## src/rtl/pe_fetch_unit.sv

```systemverilog
// pe_fetch_unit: per-PE instruction fetch front end for the 4-PE CGRA.
// Each lane keeps its own PC and drives one read port of the shared
// instruction memory. The memory returns the word one cycle after the read.
// That word goes to the PE decode stage over a valid/ready handshake.
// A 1-entry skid buffer per lane absorbs backpressure.
//
// Ports (lane i of each flattened bus is at [i*XLEN +: XLEN]):
//   clk, rst            clock, synchronous active-high reset
//   start               per-lane pulse: IDLE/HALT -> RUN at RESET_PC
//   halt_req            per-lane stop request (flushes the lane)
//   redirect_valid/pc   per-lane branch/jump target
//   imem_read_enable    read strobe to instruction memory
//   imem_pc             word-index read address to instruction memory
//   imem_instruction    registered read data from instruction memory
//   instr_valid/ready   handshake to PE decode
//   instr, instr_pc     instruction word and its PC
//   running             lane FSM is in RUN
//   fetch_fault         sticky: lane tried to fetch at pc >= IMEM_DEPTH

module pe_fetch_lane #(
    parameter int              XLEN       = 32,
    parameter int              IMEM_DEPTH = 256,
    parameter logic [XLEN-1:0] RESET_PC   = '0
) (
    input  logic            clk,
    input  logic            rst,
    input  logic            start,
    input  logic            halt_req,
    input  logic            redirect_valid,
    input  logic [XLEN-1:0] redirect_pc,
    output logic            read_enable,
    output logic [XLEN-1:0] fetch_pc,
    input  logic [XLEN-1:0] mem_word,
    output logic            instr_valid,
    input  logic            instr_ready,
    output logic [XLEN-1:0] instr,
    output logic [XLEN-1:0] instr_pc,
    output logic            running,
    output logic            fetch_fault
);
    localparam logic [XLEN-1:0] DEPTH = XLEN'(IMEM_DEPTH);

    typedef enum logic [1:0] {IDLE, RUN, HALT} state_t;

    state_t          state_q, state_d;
    logic [XLEN-1:0] pc_q, inflight_pc_q, hold_instr, hold_pc;
    logic            inflight_q, squash_q, hold_valid, fault_q;

    logic run, flush, out_of_range, issue, start_ok, mem_live;

    assign run          = (state_q == RUN);
    // Redirect and halt both throw away whatever is in flight or held.
    assign flush        = run & (redirect_valid | halt_req);
    assign out_of_range = run & ~redirect_valid & (pc_q >= DEPTH);
    assign start_ok     = start & ~run;
    // The word returning this cycle is live unless a flush squashed it.
    assign mem_live     = inflight_q & ~squash_q;
    // A new read is allowed only if its return slot will be free next cycle.
    // That holds when nothing is in flight, the in-flight word is squashed,
    // or the PE consumes the in-flight word this cycle.
    assign issue = run & ~redirect_valid & ~halt_req & ~hold_valid &
                   (~inflight_q | squash_q | instr_ready) & (pc_q < DEPTH);

    always_comb begin
        state_d = state_q;
        case (state_q)
            IDLE:    if (start) state_d = RUN;
            RUN:     if (halt_req | out_of_range) state_d = HALT;
            HALT:    if (start) state_d = RUN;
            default: state_d = IDLE;
        endcase
    end

    always_ff @(posedge clk) begin
        if (rst) state_q <= IDLE;
        else     state_q <= state_d;
    end

    always_ff @(posedge clk) begin
        if (rst) begin
            pc_q          <= RESET_PC;
            inflight_q    <= 1'b0;
            inflight_pc_q <= '0;
            squash_q      <= 1'b0;
            hold_valid    <= 1'b0;
            hold_instr    <= '0;
            hold_pc       <= '0;
            fault_q       <= 1'b0;
        end else begin
            inflight_q <= issue;
            squash_q   <= flush;
            if (issue) inflight_pc_q <= pc_q;

            if (start_ok)                  pc_q <= RESET_PC;
            else if (run & redirect_valid) pc_q <= redirect_pc;
            else if (issue)                pc_q <= pc_q + XLEN'(1);

            if (flush) begin
                hold_valid <= 1'b0;
            end else if (hold_valid) begin
                if (instr_ready) hold_valid <= 1'b0;
            end else if (mem_live & ~instr_ready) begin
                hold_valid <= 1'b1;
                hold_instr <= mem_word;
                hold_pc    <= inflight_pc_q;
            end

            if (start_ok)          fault_q <= 1'b0;
            else if (out_of_range) fault_q <= 1'b1;
        end
    end

    assign read_enable = issue;
    assign fetch_pc    = issue ? pc_q : '0;
    assign instr_valid = ~flush & (hold_valid | mem_live);
    assign instr       = ~instr_valid ? '0 : (hold_valid ? hold_instr : mem_word);
    assign instr_pc    = ~instr_valid ? '0 : (hold_valid ? hold_pc : inflight_pc_q);
    assign running     = run;
    assign fetch_fault = fault_q;
endmodule

module pe_fetch_unit #(
    parameter int NUM_PE     = 4,
    parameter int XLEN       = 32,
    parameter int IMEM_DEPTH = 256,
    parameter int RESET_PC   = 0
) (
    input  logic                   clk,
    input  logic                   rst,
    input  logic [NUM_PE-1:0]      start,
    input  logic [NUM_PE-1:0]      halt_req,
    input  logic [NUM_PE-1:0]      redirect_valid,
    input  logic [NUM_PE*XLEN-1:0] redirect_pc,
    output logic [NUM_PE-1:0]      imem_read_enable,
    output logic [NUM_PE*XLEN-1:0] imem_pc,
    input  logic [NUM_PE*XLEN-1:0] imem_instruction,
    output logic [NUM_PE-1:0]      instr_valid,
    input  logic [NUM_PE-1:0]      instr_ready,
    output logic [NUM_PE*XLEN-1:0] instr,
    output logic [NUM_PE*XLEN-1:0] instr_pc,
    output logic [NUM_PE-1:0]      running,
    output logic [NUM_PE-1:0]      fetch_fault
);
    for (genvar g = 0; g < NUM_PE; g++) begin : g_lane
        pe_fetch_lane #(
            .XLEN       (XLEN),
            .IMEM_DEPTH (IMEM_DEPTH),
            .RESET_PC   (XLEN'(RESET_PC))
        ) u_lane (
            .clk            (clk),
            .rst            (rst),
            .start          (start[g]),
            .halt_req       (halt_req[g]),
            .redirect_valid (redirect_valid[g]),
            .redirect_pc    (redirect_pc[g*XLEN +: XLEN]),
            .read_enable    (imem_read_enable[g]),
            .fetch_pc       (imem_pc[g*XLEN +: XLEN]),
            .mem_word       (imem_instruction[g*XLEN +: XLEN]),
            .instr_valid    (instr_valid[g]),
            .instr_ready    (instr_ready[g]),
            .instr          (instr[g*XLEN +: XLEN]),
            .instr_pc       (instr_pc[g*XLEN +: XLEN]),
            .running        (running[g]),
            .fetch_fault    (fetch_fault[g])
        );
    end
endmodule

```

## config.mk

```make
export PLATFORM = sky130hd
export DESIGN_NAME = pe_fetch_unit
export DESIGN_NICKNAME = d
export VERILOG_FILES = /design/src/rtl/pe_fetch_unit.sv
export SDC_FILE = /design/constraint.sdc
export NUM_CORES = 1
export LEC_CHECK = 0
export CAP_MARGIN = 20
export CORE_ASPECT_RATIO = 0.7
export CORE_MARGIN = 4
export CORE_UTILIZATION = 31
export CTS_BUF_LIST = sky130_fd_sc_hd__clkbuf_8
export DETAILED_ROUTE_END_ITERATION = 8
export GPL_TIMING_DRIVEN = 0
export MAX_ROUTING_LAYER = met4
export PLACE_DENSITY = 0.63
export SYNTH_ARGS = -nofsm -noshare
export SYNTH_HDL_FRONTEND = slang
export SYNTH_SLANG_ARGS = --single-unit
```

## constraint.sdc

```tcl
create_clock -name clk -period 2.9 [get_ports clk]
set_clock_uncertainty 0.2 [all_clocks]
set_input_delay 0.29 -clock clk [delete_from_list [all_inputs] [get_ports clk]]
set_output_delay 0.29 -clock clk [all_outputs]
set_load 0.03 [all_outputs]
```

======== Word-level counts from Yosys, hierarchy flattened ========
Cells that the tools add are included.
word-level totals
  register bits after elaboration ......... 536
  input port bits ......................... 274
  output and inout port bits .............. 400
  logic and storage cells ................. 244
cells by class
  add/sub/neg operators ................... 4
  magnitude comparators ................... 8
  eq/ne operators ......................... 16
  multiplexer cells ....................... 52
  bitwise gates (word level) .............. 100
  reduce and logical (&&, ||, !) cells .... 28
operators with widths
  operator                                                     number
  two-way mux 32 bit                                           28
  adder 32 x 1 -> 32 bit, second input constant                4
  >= comparator 32 x 9 -> 1 bit, second input constant         4
  less-than comparator 32 x 9 -> 1 bit, second input constant  4
  AND 1 bit                                                    48
  inverter 1 bit                                               32
  OR reduction 2 bit                                           12
  OR 1 bit                                                     20
  two-way mux 2 bit                                            8
  one-hot mux 2 bit (2 select lines)                           4
  two-way mux 1 bit                                            12
  AND reduction 3 bit                                          4
  == test 2 x 1 -> 1 bit, second input constant                4
  == test 2 bit, second input constant                         4
  logical NOT 2 bit                                            4
  != test 2 x 1 -> 1 bit, second input constant                4
  != test 2 bit, second input constant                         4
  AND reduction 2 bit                                          4
  nonzero test 2 bit                                           4

======== Depth between registers and ports, before layout ========
  word-level depth ........................ 8
  depth in mapped cells ................... 8
  depth with buffers taken out ............ 7

======== Modules after synthesis ========
From an unflattened synthesis, not the netlist that was laid out.
second synthesis, totals
  cell total of the unflattened synthesis .. 2976
  area total of the unflattened synthesis .. 23472.5 µm²
modules (own cells, without submodules)
  module         instances  cells an instance  area each (µm²)  seq. area each (µm²)
  pe_fetch_lane  4          744                5868.1           2682.6

======== Least setup slack after synthesis ========
Ideal clock, no wire load.
  kind .................................... flip-flop to output port
  from .................................... register g_lane[2].u_lane.state_q[1]
  to ...................................... output imem_pc[65]
  data arrival time ....................... 1994 ps
  data required time ...................... 2410 ps
  path slack .............................. 416 ps
  stages on the path, launching flop included .. 7
  path buffers ............................ 2
  cells stage by stage .................... dfxtp_1 > nand2b_1 > or4_1 > nor4_2 > buf_2 > buf_4 > and2_1
on the way
  cells in the longest elaborated chain, start to end .. 7
ends and longest elaborated chain
  what                              line  text
  start: declaration                45    state_t state_q, state_d;
  start signal: assignment          76    else state_q <= state_d;
  == test 2 x 1 -> 1 bit            51    assign run = (state_q == RUN);
  AND 1 bit (4 in series)           61    assign issue = run & ~redirect_valid & ~halt_req & ~hold_valid &
  AND 1 bit                         62    (~inflight_q | squash_q | instr_ready) & (pc_q < DEPTH);
  net g_lane[2].u_lane.read_enable  31    output logic read_enable,
  two-way mux 32 bit                114   assign fetch_pc = issue ? pc_q : '0;
  end: declaration                  135   output logic [NUM_PE*XLEN-1:0] imem_pc,
The timed path passes the listed nets, and every way through them passes these cells.

======== Final worst setup path ========
  from .................................... register g_lane[2].u_lane.pc_q[23]
  to ...................................... output imem_pc[66]
on the way
  cells in the longest elaborated chain, start to end .. 3
ends and longest elaborated chain
  what                                  line  text
  start: declaration                    46    logic [XLEN-1:0] pc_q, inflight_pc_q, hold_instr, hold_pc;
  start signal: assignment              95    else if (run & redirect_valid) pc_q <= redirect_pc;
  start signal: assignment              96    else if (issue) pc_q <= pc_q + XLEN'(1);
  less-than comparator 32 x 9 -> 1 bit  62
  AND 1 bit                             62
  net g_lane[2].u_lane.read_enable      31
  two-way mux 32 bit                    114
The timed path passes the listed nets, and every way through them passes these cells.

==> impl_metrics.csv <==
group,metric,value,unit
synthesis,synth-edff-count,0,
floorplan,die_y,238,µm
floorplan,die_area,80300,µm²
placed_design,numPortBuffers,576,
worst_setup_path,cp-start-kind,"register",
job,maxCapViolCount,0,
sta,period_share,103,%
worst_setup_path,path_class,"reg2out",
sta,max_freq,336,MHz
synthesis,synthAdderAreaFrac,0.426,%
sta,layout_setup_ws,-0.0791,ns
pwr,sw_frac_of_total,26.0,%
synthesis,synth-compound-area-share,10.8,%
clock_tree,numCtsBuffers,91,
synthesis,synthTopCellsByArea,"dfxtp_1, nand2_1, mux2i_1, a21oi_1, nor2_1",
worst_hold_path,worstHoldEndpoint,"g_lane[3].u_lane.pc_q[21]",
route,antenna_left,0,
clock_tree,htree_levels,3,
synthesis,synth-seq-cells,536,
clock_tree,cts_buffer_depth,3,
floorplan,die_w,337,µm
worst_setup_path,r2r-start,"g_lane[3].u_lane.inflight_q",
sta,setup-violations-final,17,
grt,grt_first_pass_wirelength,130,mm
grt,grt_remaining_overflow,0,
clock_tree,clk_latency,0.69,ns
synthesis,async_flop_share,0,%
pwr,p_sw,4.30,mW
status,violations,"negative setup slack",
pwr,pwr-share-clk,43.2,%
route,route.vias.total,23400,
synthesis,synth.avg_cell_area,7.95,µm²
worst_setup_path,critPathRequiredTime,2.41,ns
route,drt_iter0_drc,1192,
grt,grt_max_degree,13,
grt,track_usage,21.4,%
route,wl_per_cell,17.3,µm
synthesis,yosysTopAreaCellShare,45.7,%
sta,setup_tns,-0.712,ns
synthesis,synth_area,23500,µm²
route,via_per_inst,4.61,
synthesis,ys_seq_area_share,45.7,%
worst_setup_path,r2r-end,"g_lane[3].u_lane.inflight_pc_q[22]",
synthesis,synth.distinct_cells,55,
floorplan,std_cell_rows,84,
cells_and_area,fin_nets,4280,
sta,max_slew_margin,30.1,%
worst_setup_path,cp.arrival,2.49,ns
synthesis,synth_ff_type,"dfxtp_1",
status,outcome,"finished, violations left",
synthesis,synth_xor_area_share,0.0373,%
clock_tree,clk_root_buffer_cell,"clkbuf_8",
clock_tree,clock-sinks,536,
clock_tree,cts_tree,"yes",
worst_hold_path,hold_class,"in2reg",
route,drt_pass1_iterations,5,
pwr,power_density,463,nW/µm²
sta,worstMarginPinSlew,1.05,ns
cells_and_area,drive_gt1_share,18.5,%
pwr,combPwrFrac,11.5,%
grt,grt_pass1_vias,22500,
worst_setup_path,crit_path_end_kind,"output pin",
pwr,power.share.sequential,45.3,%
synthesis,synth_top_area_cell,"dfxtp_1",
synthesis,synthMuxAreaShare,11.9,%
pwr,ir_drop,0.273,mV
worst_hold_path,hold_path_startpoint,"redirect_pc[117]",
synthesis,ys_warn_count,0,
worst_hold_path,holdPathStages,3,
synthesis,yosys.area_share.simple,23.5,%
floorplan,ioPinCount,674,
route,route.detailed.drc,0,
pwr,leakage,13.6,nW
synthesis,synth_top_family_by_area,"simple AND/OR/NAND/NOR gates",
sta,rsz0062_at_grt,"true",
pwr,p_total,16.5,mW
pwr,p_int,12.2,mW
route,drt_wl_total,87.8,mm
sta,drv_slew,0,
clock_tree,clk_pin_slew_worst_paths,0.06,ns
synthesis,netlist_instances,2956,
placed_design,post-dp-hpwl,63.7,mm
worst_setup_path,rrSetupSlack,0.29,ns
sta,worst_hold_slack,0.0621,ns
cells_and_area,syn2layout_area_growth,51.9,%
grt,grt_antenna_before_repair,12,
floorplan,start_util,31.3,%
worst_setup_path,worstPathMaxFanout,5,
sta,hold_viol_final,0,
cells_and_area,fillCellCount,7374,
floorplan,coreArea,75000,µm²
worst_setup_path,reg2reg_depth,9,
placed_design,globalplace.congestion,0.851,
sta,period_minus_slack,2.98,ns
==> cell usage after synthesis (7+ instances only) <==
cell type,n
buf_4,114
nand2_1,742
nor3_1,18
nand4_1,10
nand2b_1,7
buf_1,47
and3_1,8
and2_1,119
a31oi_1,9
ha_1,8
or3_1,9
nor2_1,308
nand3_1,8
dfxtp_1,536
a21oi_1,384
clkbuf_1,151
mux2i_1,278
nor4_1,24
a21o_1,7
inv_1,41
nor2b_1,7
o21ai_0,36
==> per-layer routing <==
metal	vias to the layer above	routed length [µm]	share of wire, %	GRT usage (%)
met1	10900	40600	46	28.5
met2	667	39000	44	32.3
met5	-	0	0	-
li1	11600	-	-	-
met3	138	5980	6.8	5.07
met4	0	2280	2.6	6.07
==> final cells by class <==
type / count / area [µm²] / area share, %
timing repair buffer: 856 / 7770 / 21.8
clock inverter: 47 / 309 / 0.866
clock buffer: 116 / 1600 / 4.47
antenna: 10 / 25.0 / 0.0701
buffer: 316 / 1980 / 5.56
tap: 989 / 1240 / 3.47
inverter: 42 / 188 / 0.526
multi-input combinational: 2155 / 11800 / 33.1
sequential: 536 / 10700 / 30.1
==> logic make-up (layout without fill, tap and decap cells) <==
| group | count (synthesis) | in the layout |
|---|---|---|
| mux | 279 | 279 |
| flops | 536 | 536 |
| fa+ha+maj | 8 | 8 |
| simple gates | 1295 | 1295 |
| compound gates | 476 | 476 |
| other cells | 1 | 106 |
| xor+xnor | 1 | 1 |
| buf+inv | 360 | 1377 |
==> cells in the final DEF (no fill, tap or decap), drive strengths merged, types with 19 or more instances in the layout <==
cell type / netlist / final
dfxtp: 536 / 536
a21oi: 384 / 384
clkbuf: 151 / 302
dlygate4sd3: 0 / 222
clkdlybuf4s15: 0 / 59
nor4: 26 / 26
clkdlybuf4s50: 0 / 280
buf: 167 / 380
inv: 42 / 61
dlygate4sd2: 0 / 43
nor2: 308 / 308
mux2i: 278 / 278
clkinv: 0 / 19
conb: 1 / 96
and2: 119 / 119
o21ai: 36 / 36
nand2: 742 / 742
==> power groups by stage <==
stage / Clock, mW / Combinational, mW / Sequential (mW)
after floorplan: 0 / 0.817 / 7.63
after global placement: 0 / 1.52 / 7.64
after detailed placement: 0 / 1.53 / 7.64
after CTS: 7.34 / 1.88 / 7.49
after global routing: 7.67 / 2.04 / 7.50
final: 7.14 / 1.90 / 7.50
==> metrics by stage <==
step / setup WS (ns) / std cells / utilization [%] / instance area [µm²]
floorplan: 0.416 / 3051 / - / 23800
global placement: -1.30 / 4616 / 41.1 / 30800
detailed placement: -1.32 / 4616 / 41.1 / 30800
CTS: -0.227 / 5049 / 47.9 / 36000
global route: -0.232 / 5064 / 47.5 / 35700
finish: -0.0791 / 5067 / 47.6 / 35700
==> how the worst max path moves through the flow <==
stage	cells after the start	end	slack, ns	from
finish	7	imem_pc[66]	-0.08	g_lane[2].u_lane.pc_q[23]
global placement	5	g_lane[2].u_lane.inflight_pc_q[3]	-1.30	rst
floorplan	6	imem_pc[65]	0.42	g_lane[2].u_lane.state_q[1]
detailed placement	5	g_lane[2].u_lane.squash_q	-1.32	rst
global route	7	imem_pc[66]	-0.23	g_lane[2].u_lane.pc_q[21]
CTS	9	imem_pc[5]	-0.23	g_lane[0].u_lane.state_q[1]
==> critical path, stage by stage (launching register included) <==
cell     delay (ns)
dfxtp_2        0.33
nor4_4         0.28
nand4_1        0.23
nor4_4         0.39
buf_6          0.17
buf_6          0.11
and2_4         0.15
buf_6          0.13
==> state kept, by name, summed over array words and instances (netlist names) <==
register                     count
g_lane.u_lane.squash_q           4
g_lane.u_lane.state_q            8
g_lane.u_lane.hold_valid         4
g_lane.u_lane.pc_q             128
g_lane.u_lane.hold_pc          128
g_lane.u_lane.inflight_q         4
g_lane.u_lane.inflight_pc_q    128
g_lane.u_lane.hold_instr       128
g_lane.u_lane.fetch_fault        4
==> what timing repair did <==
item	in CTS	in global routing
buffers inserted	44	10
gates resized for setup	1226	306
hold buffers	222	0
cloned	4	0
hold endpoints to repair	222	0
endpoints found under the setup margin	519	221
pin swaps	9	13
(Power assumes the default switching activity.)
